File: src/rtl/fb_fill_engine.sv
// -----------------------------------------------------------------------------
// fb_fill_engine
//
// Purpose:
//   Framebuffer / Z-buffer fill engine. Writes a latched fill value either over
//   the whole frame or over a clamped, inclusive rectangle. Addresses are
//   linear, row-major: y*H_RES + x. The engine honours a memory-ready stall,
//   uses a start/busy/done handshake and flags invalid rectangles with err.
//
// Ports:
//   clk         in   system clock, rising edge
//   rst         in   synchronous, active-high reset
//   start       in   one-cycle request, sampled only when idle
//   mode        in   0 = full-frame clear, 1 = rectangle fill
//   x0, y0      in   rectangle top-left corner (inclusive)
//   x1, y1      in   rectangle bottom-right corner (inclusive)
//   fill_color  in   fill value, channel 0 in the LSBs
//   mem_ready   in   memory accepts a write this cycle when high
//   addr        out  write address
//   wdata       out  write data
//   we          out  write strobe
//   busy        out  high from the cycle after start is accepted until done
//   done        out  one-cycle completion pulse
//   err         out  one-cycle pulse with done when the rectangle is invalid
// -----------------------------------------------------------------------------
module fb_fill_engine #(
    parameter int H_RES   = 640,
    parameter int V_RES   = 480,
    parameter int X_W     = 10,
    parameter int Y_W     = 9,
    parameter int ADDR_W  = 19,
    parameter int N_CH    = 3,
    parameter int CH_BITS = 2
) (
    input  logic                      clk,
    input  logic                      rst,
    input  logic                      start,
    input  logic                      mode,
    input  logic [X_W-1:0]            x0,
    input  logic [Y_W-1:0]            y0,
    input  logic [X_W-1:0]            x1,
    input  logic [Y_W-1:0]            y1,
    input  logic [N_CH*CH_BITS-1:0]   fill_color,
    input  logic                      mem_ready,
    output logic [ADDR_W-1:0]         addr,
    output logic [N_CH*CH_BITS-1:0]   wdata,
    output logic                      we,
    output logic                      busy,
    output logic                      done,
    output logic                      err
);

    localparam int PIX_W = N_CH * CH_BITS;

    localparam logic [X_W-1:0]    X_MAX  = X_W'(H_RES - 1);
    localparam logic [Y_W-1:0]    Y_MAX  = Y_W'(V_RES - 1);
    localparam logic [ADDR_W-1:0] H_STEP = ADDR_W'(H_RES);

    typedef enum logic [1:0] {
        IDLE,
        CHECK,
        FILL,
        FIN
    } state_t;

    state_t              state_q;

    // Latched request
    logic [X_W-1:0]      x0_q;
    logic [Y_W-1:0]      y0_q;
    logic [X_W-1:0]      x1_q;
    logic [Y_W-1:0]      y1_q;
    logic [PIX_W-1:0]    color_q;

    // Cursor and running row offset
    logic [X_W-1:0]      cx_q;
    logic [Y_W-1:0]      cy_q;
    logic [ADDR_W-1:0]   row_base_q;

    // Registered outputs
    logic [ADDR_W-1:0]   addr_q;
    logic [PIX_W-1:0]    wdata_q;
    logic                we_q;
    logic                busy_q;
    logic                done_q;
    logic                err_q;

    // Combinational helpers
    logic [X_W-1:0]      x1_clamp_d;
    logic [Y_W-1:0]      y1_clamp_d;
    logic                rect_bad_d;
    logic [ADDR_W-1:0]   row_base_d;
    logic [ADDR_W-1:0]   next_row_d;
    logic                accept_d;
    logic                last_col_d;
    logic                last_row_d;

    always_comb begin
        x1_clamp_d = (x1_q > X_MAX) ? X_MAX : x1_q;
        y1_clamp_d = (y1_q > Y_MAX) ? Y_MAX : y1_q;
        // x0/y0 beyond the frame are already caught by the ordering test once
        // the far corner is clamped, but they are kept explicit for clarity.
        rect_bad_d = (x0_q > x1_clamp_d) || (y0_q > y1_clamp_d) ||
                     (x0_q > X_MAX)      || (y0_q > Y_MAX);
        // The only multiply: row offset of the first row. Later rows step by H_RES.
        row_base_d = ADDR_W'(y0_q) * H_STEP;
        next_row_d = row_base_q + H_STEP;
        accept_d   = we_q & mem_ready;
        last_col_d = (cx_q == x1_q);
        last_row_d = (cy_q == y1_q);
    end

    always_ff @(posedge clk) begin
        if (rst) begin
            state_q <= IDLE;
            addr_q  <= '0;
            wdata_q <= '0;
            we_q    <= 1'b0;
            busy_q  <= 1'b0;
            done_q  <= 1'b0;
            err_q   <= 1'b0;
        end else begin
            case (state_q)
                IDLE: begin
                    if (start) begin
                        color_q <= fill_color;
                        if (mode) begin
                            x0_q <= x0;
                            y0_q <= y0;
                            x1_q <= x1;
                            y1_q <= y1;
                        end else begin
                            x0_q <= '0;
                            y0_q <= '0;
                            x1_q <= X_MAX;
                            y1_q <= Y_MAX;
                        end
                        busy_q  <= 1'b1;
                        state_q <= CHECK;
                    end
                end

                CHECK: begin
                    if (rect_bad_d) begin
                        busy_q  <= 1'b0;
                        done_q  <= 1'b1;
                        err_q   <= 1'b1;
                        state_q <= FIN;
                    end else begin
                        x1_q       <= x1_clamp_d;
                        y1_q       <= y1_clamp_d;
                        cx_q       <= x0_q;
                        cy_q       <= y0_q;
                        row_base_q <= row_base_d;
                        addr_q     <= row_base_d + ADDR_W'(x0_q);
                        wdata_q    <= color_q;
                        we_q       <= 1'b1;
                        state_q    <= FILL;
                    end
                end

                FILL: begin
                    // Outputs simply hold while the memory stalls.
                    if (accept_d) begin
                        if (last_col_d) begin
                            if (last_row_d) begin
                                we_q    <= 1'b0;
                                busy_q  <= 1'b0;
                                done_q  <= 1'b1;
                                state_q <= FIN;
                            end else begin
                                cx_q       <= x0_q;
                                cy_q       <= cy_q + Y_W'(1);
                                row_base_q <= next_row_d;
                                addr_q     <= next_row_d + ADDR_W'(x0_q);
                            end
                        end else begin
                            cx_q   <= cx_q + X_W'(1);
                            addr_q <= addr_q + ADDR_W'(1);
                        end
                    end
                end

                FIN: begin
                    // start is deliberately not sampled here.
                    done_q  <= 1'b0;
                    err_q   <= 1'b0;
                    state_q <= IDLE;
                end

                default: begin
                    state_q <= IDLE;
                end
            endcase
        end
    end

    assign addr  = addr_q;
    assign wdata = wdata_q;
    assign we    = we_q;
    assign busy  = busy_q;
    assign done  = done_q;
    assign err   = err_q;

endmodule

File: config.mk
export PLATFORM = sky130hd
export DESIGN_NAME = fb_fill_engine
export DESIGN_NICKNAME = d
export VERILOG_FILES = /design/src/rtl/fb_fill_engine.sv
export SDC_FILE = /design/constraint.sdc
export NUM_CORES = 1
export LEC_CHECK = 0
export CAP_MARGIN = 20
export CORE_ASPECT_RATIO = 1.2
export CORE_MARGIN = 3
export CORE_UTILIZATION = 45
export DETAILED_ROUTE_END_ITERATION = 16
export PLACE_DENSITY = 0.66
export SLEW_MARGIN = 25
export SYNTH_ARGS = -nofsm -noshare
export SYNTH_HDL_FRONTEND = slang
export SYNTH_SLANG_ARGS = --single-unit
File: constraint.sdc
create_clock -name clk -period 5.1 [get_ports clk]
set_input_delay 1.02 -clock clk [delete_from_list [all_inputs] [get_ports clk]]
set_output_delay 1.02 -clock clk [all_outputs]
set_load 0.02 [all_outputs]
# After elaboration in Yosys (flattened, before gate mapping)

Cells that the tools add are included.

Bits in registers: 113
Latch bits: 0
Memory bits (writable): 0
ROM bits: 0
Output and inout bits: 29
Logic and storage cells: 114
Memories kept: 0

$add $sub $neg: 6
$mul: 1
Divide/modulo/power cells: 0
Order comparisons: 6
Equality and inequality tests: 13
Shifts and indexed selects: 0
Multiplexer cells: 50
Bitwise logic cells: 3
Reductions and logical operators: 20

Operators by type and width:

| cell                                                                 | count |
|---|---|
| 19-bit 2-to-1 mux                                                    | 8 |
| 10-bit 2-to-1 mux                                                    | 8 |
| 19-bit case mux with 2 select lines                                  | 2 |
| 9-bit 2-to-1 mux                                                     | 8 |
| 10-bit case mux with 2 select lines                                  | 2 |
| 19-bit by 10-bit adder with 19-bit output                            | 2 |
| 9-bit case mux with 2 select lines                                   | 2 |
| 10-bit > comparator (second input constant)                          | 2 |
| 19-bit by 1-bit adder with 19-bit output (second input constant)     | 1 |
| 19-bit by 10-bit adder with 19-bit output (second input constant)    | 1 |
| 9-bit > comparator (second input constant)                           | 2 |
| 5-bit AND reduction                                                  | 3 |
| 2-bit inequality test (second input constant)                        | 7 |
| 9-bit by 3-bit multiplier with 12-bit output (second input constant) | 1 |
| 4-bit AND reduction                                                  | 3 |
| 6-bit AND reduction                                                  | 2 |
| 1-bit 2-to-1 mux                                                     | 11 |
| 10-bit by 1-bit adder with 10-bit output (second input constant)     | 1 |
| 10-bit == test                                                       | 1 |
| 10-bit > comparator                                                  | 1 |
| 9-bit by 1-bit adder with 9-bit output (second input constant)       | 1 |
| 9-bit == test                                                        | 1 |
| 9-bit > comparator                                                   | 1 |
| 2-bit 2-to-1 mux                                                     | 4 |
| 14 further kinds                                                     | 24 |

# Logic depth before layout (Yosys ltp)

Depth in word-level cells: 8
Mapped depth: 12
Mapped depth without buffers: 11

# Worst setup path before layout

Ideal clock, no wire load.

Path kind: register to register
Start point: register x1_q[9]
End point: register cy_q[0], enable pin
Data arrival time: 3,504 ps
Data required time: 4,694 ps
Slack: 1,190 ps
Stages on the path, launching flop included: 12
Path buffers: 0
Clock period less this slack: 3,910 ps
Cell sequence: edfxtp_1 -> inv_1 -> nor2_1 -> nor2_1 -> ha_1 -> a21o_1 -> a21o_1 -> a2111oi_4 -> o211ai_1 -> and2_1 -> or2_2 -> a21oi_1

Cells in the longest elaborated chain, start to end: 8
Elaborated cells between the ends (all ways): 10
Those cells by class: order compare (2); eq/ne (3); mux (1); reduce/logical (4)

RTL lines:

| element                         | RTL line | text |
|---|---|---|
| from (decl)                     | 71       | `logic [X_W-1:0] x1_q;` |
| from (signal assigned)          | 150      | `x1_q <= x1_clamp_d;` |
| 10-bit > comparator             | 99       | `x1_clamp_d = (x1_q > X_MAX) ? X_MAX : x1_q;` |
| 10-bit 2-to-1 mux               | 99       |  |
| 10-bit > comparator             | 103      | `rect_bad_d = (x0_q > x1_clamp_d) \|\| (y0_q > y1_clamp_d) \|\|` |
| 1-bit logical OR (2 in series)  | 103      |  |
| 1-bit logical OR                | 104      | `(x0_q > X_MAX) \|\| (y0_q > Y_MAX);` |
| 2-bit inequality test (no line) | -        |  |
| 6-bit AND reduction (no line) * | -        |  |
| to (signal assigned)            | 153      | `cy_q <= y0_q;` |
| to (signal assigned)            | 173      | `cy_q <= cy_q + Y_W'(1);` |
| to (decl)                       | 77       | `logic [Y_W-1:0] cy_q;` |

Mark *: on every way between the ends. The rest lies on a longest branch, timed or not.
A chain may end at the register's enable or synchronous reset.

# Final worst setup path

Start point: register x1_q[9]
End point: register cx_q[9], enable pin

Cells in the longest elaborated chain, start to end: 8
Elaborated cells between the ends (all ways): 10
Those cells by class: order compare (2); eq/ne (3); mux (1); reduce/logical (4)

RTL lines:

| element                         | RTL line | text |
|---|---|---|
| 10-bit > comparator             | 99       |  |
| 10-bit 2-to-1 mux               | 99       |  |
| 10-bit > comparator             | 103      |  |
| 1-bit logical OR (2 in series)  | 103      |  |
| 1-bit logical OR                | 104      |  |
| 2-bit inequality test (no line) | -        |  |
| 5-bit AND reduction (no line) * | -        |  |
| to (signal assigned)            | 152      | `cx_q <= x0_q;` |
| to (signal assigned)            | 172      | `cx_q <= x0_q;` |
| to (signal assigned)            | 178      | `cx_q <= cx_q + X_W'(1);` |
| to (decl)                       | 76       | `logic [X_W-1:0] cx_q;` |

Marks and branches as above.

==> impl_metrics.csv <==
group,metric,value,unit
outcome,status,"finished clean",
synthesis,ys_seq_area_frac,0.4147,
sta,drv_slew,0,
synthesis,avgSynthCellArea,9.744,um2
cells_and_area,final_cell_mix,"77 x clkdlybuf4s50_1, 75 x edfxtp_1, 67 x nor2_1",
synthesis,synth_area_leaders,"edfxtp_1 33%, dfxtp_1 9.0%, ha_1 8.5%",
sta,relSlewSlack,0.4486,
sta,hold_ws,0.4927,ns
placement,dp.cells,974,
route,dr_total_vias,5675,
cells_and_area,final_nets,880,
sta,period_needed,3.708,ns
sta,min_period_over_period,0.7270,
floorplanning,dieWidth,119.3,um
worst_setup_path,start_kind,"flop",
pwr,peakVddDrop,0.2575,mV
worst_setup_path,crit_chain,"inv_1, nor2_1, nor2_1, ha_1, a21o_1, a21o_1, a2111oi_4, o211ai_1, and2_1, a21o_1, nor2_1",
synthesis,synth_top_area_frac,0.3251,
cells_and_area,fillers,1381,
route,wl,17960,um
cells_and_area,final_cells,990,
worst_setup_path,cp.arrival,3.69,ns
floorplanning,io_pins,78,
sta,setup_tns,0,ns
cells_and_area,final-seq-area,2873,um2
clock_tree,clk_path_buf_depth,2,
synthesis,syn_inst,711,
route,first_pass_iters,5,
global_route,grt_max_degree,47,
clock_tree,cts_sinks,106,
floorplanning,die_area,16930,um2
placement,gp_congestion,0.8245,
synthesis,synth_edf_count,75,
sta,max_slew.worst_pin.slew,0.8240,ns
worst_setup_path,slowest_delay,0.65,ns
cells_and_area,num_antenna_cells,0,
worst_setup_path,critical_path_class,"reg2reg",
global_route,grt_pass1_vias,5774,
clock_tree,cts_root_buf,"clkbuf_16",
clock_tree,post_cts_resized,0,
route,final_antenna_net_count,0,
clock_tree,clk_pin_slew_worst_paths,0.07,ns
worst_setup_path,cp-end-kind,"flop",
worst_setup_path,required,5.09,ns
synthesis,syn_nets,810,
synthesis,ys_ff_latch,106,
floorplanning,start_util,0.4612,
clock_tree,post_cts_buffers,0,
floorplanning,dieHeight,141.9,um
floorplanning,num_rows,49,
clock_tree,clk_latency,0.36,ns
sta,rsz0062_at_grt,"false",
clock_tree,cts_max_level,3,
synthesis,synth_area,6928,um2
cells_and_area,multi_input_area,3849,um2
cells_and_area,mostFrequentLayoutCell,"clkdlybuf4s50_1",
flow_run,maxCapViolations,0,
global_route,antenna_found_initial,0,
cells_and_area,syn2layout_area_growth,18.11,%
worst_setup_path,cp_max_fo,10,
synthesis,yosysWarnings,0,
synthesis,postSynth.asyncResetShare,0,
route,route.detailed.drc,0,
floorplanning,core_area,15020,um2
sta,fin_skew,0.01013,ns
global_route,grt_util_all_layers,0.2168,
placement,dp_hpwl,13710,um
pwr,cellPowerDensity,489.5,nW/um2
synthesis,ys_types,67,
clock_tree,cts_tree,"done",
sta,max_clock_freq,0.2697,GHz
synthesis,yosysTopAreaCell,"edfxtp_1",
sta,finalSetupViolCount,0,
cells_and_area,drive_above_1_share,0.05598,
route,drt_iter0_drc,354,
route,vias_per_cell,5.732,
clock_tree,numCtsBuffers,9,
worst_hold_path,hold_class,"reg2reg",
worst_setup_path,critical-path-slowest-cell,"nor2_1",
sta,finalHoldViolCount,0,
clock_tree,cts_hold_buf,0,
global_route,grt_first_pass_wirelength,29250,um
route,post_drt_wl_per_cell,18.14,um
synthesis,synth-main-ff-cell,"edfxtp_1",
placement,portBuffers,77,
global_route,gr-total-overflow,0,
pwr,power.leakage,3.029,nW
worst paths after layout:
check / start / to / cells past startpoint / slack (ns)
setup / recovery: x1_q[9]$_DFFE_PP_ / cx_q[9]$_DFFE_PP_ / 11 / 1.39
hold / removal: color_q[3]$_DFFE_PP_ / wdata[3]$_SDFFE_PP0P_ / 2 / 0.49
setup reg to reg: x1_q[9]$_DFFE_PP_ / cx_q[9]$_DFFE_PP_ / 11 / 1.39
hold reg to reg: color_q[3]$_DFFE_PP_ / wdata[3]$_SDFFE_PP0P_ / 2 / 0.49
registers in the layout, indices dropped and copies added (netlist names), 9 cells and up:
signal and count:
x0_q 10, cy_q 9, y0_q 9, cx_q 10
row_base_q 12, x1_q 10, y1_q 9, addr 19
layout make-up:
| cell class | count | share of cell area |
|---|---|---|
| multi-input cells | 552 | 0.4703 |
| flip-flops and latches | 106 | 0.3511 |
| repair buffers | 84 | 0.1006 |
| well taps | 204 | 0.03119 |
| clock buffers | 10 | 0.02798 |
| inverters | 28 | 0.01284 |
| clock inverters | 6 | 0.005963 |
cell families (layout without fill, tap and decap cells):
family | after synthesis | count (layout) | synth area share
simple gates | 242 | 242 | 0.1721
xor+xnor | 71 | 71 | 0.08976
compound gates | 168 | 168 | 0.1687
fa+ha+maj | 50 | 50 | 0.09355
mux | 21 | 21 | 0.03088
buf+inv | 53 | 128 | 0.03034
flops | 106 | 106 | 0.4147
stage by stage:
| stage | power, W | instance area [um2] | setup slack [ns] | utilization |
|---|---|---|---|---|
| after floorplan | 0.002727 | 6928 | 1.190 | - |
| after global placement | 0.003290 | 7905 | 1.521 | 0.5263 |
| after detailed placement | 0.003338 | 7905 | 1.345 | 0.5263 |
| after CTS | 0.004021 | 8183 | 1.366 | 0.5448 |
| after global routing | 0.004282 | 8183 | 1.059 | 0.5448 |
| final | 0.004006 | 8183 | 1.392 | 0.5448 |
report_power, final:
part | internal (W) | switching [W]
Sequential | 0.00122 | 0.000259
Clock | 0.000339 | 0.000336
Combinational | 0.000780 | 0.00108
synthesized netlist by cell type, types with 4 or more instances:
cell type and instances:
edfxtp_1 75, o31a_1 5, xnor2_1 29, dfxtp_1 31, and3_1 7, a211oi_1 6, nor4_1 6, a31oi_1 5
or3_1 5, nand2_1 56, nand2b_1 4, or2_2 4, ha_1 47, a21oi_1 46, a21o_1 8, nor2_1 67
inv_1 27, nand4_1 10, o22a_1 12, nand3_1 24, xor2_1 42, o21ai_0 33, and2_1 22, clkbuf_1 18
a21boi_0 6, nor2b_1 9, mux2i_1 18, o32ai_1 5, nor3_1 17
metal layers:
metal / share of wire / vias up / GRT usage
met4: 0.025 / 0 / 0.08176
met1: 0.40 / 2742 / 0.2518
li1: - / 2753 / -
met3: 0.037 / 30 / 0.02113
met5: 0 / - / 0
met2: 0.54 / 150 / 0.4105
critical path: cells and delay by family, from the launching register on:
family                     cells  cell delay, ns
buffers and inverters          1            0.10
and+or+nand+nor                4            1.35
AOI/OAI and AO/OA              5            1.22
DFF                            1            0.36
adders and majority gates      1            0.31
Power figures use the tool's default switching activity.
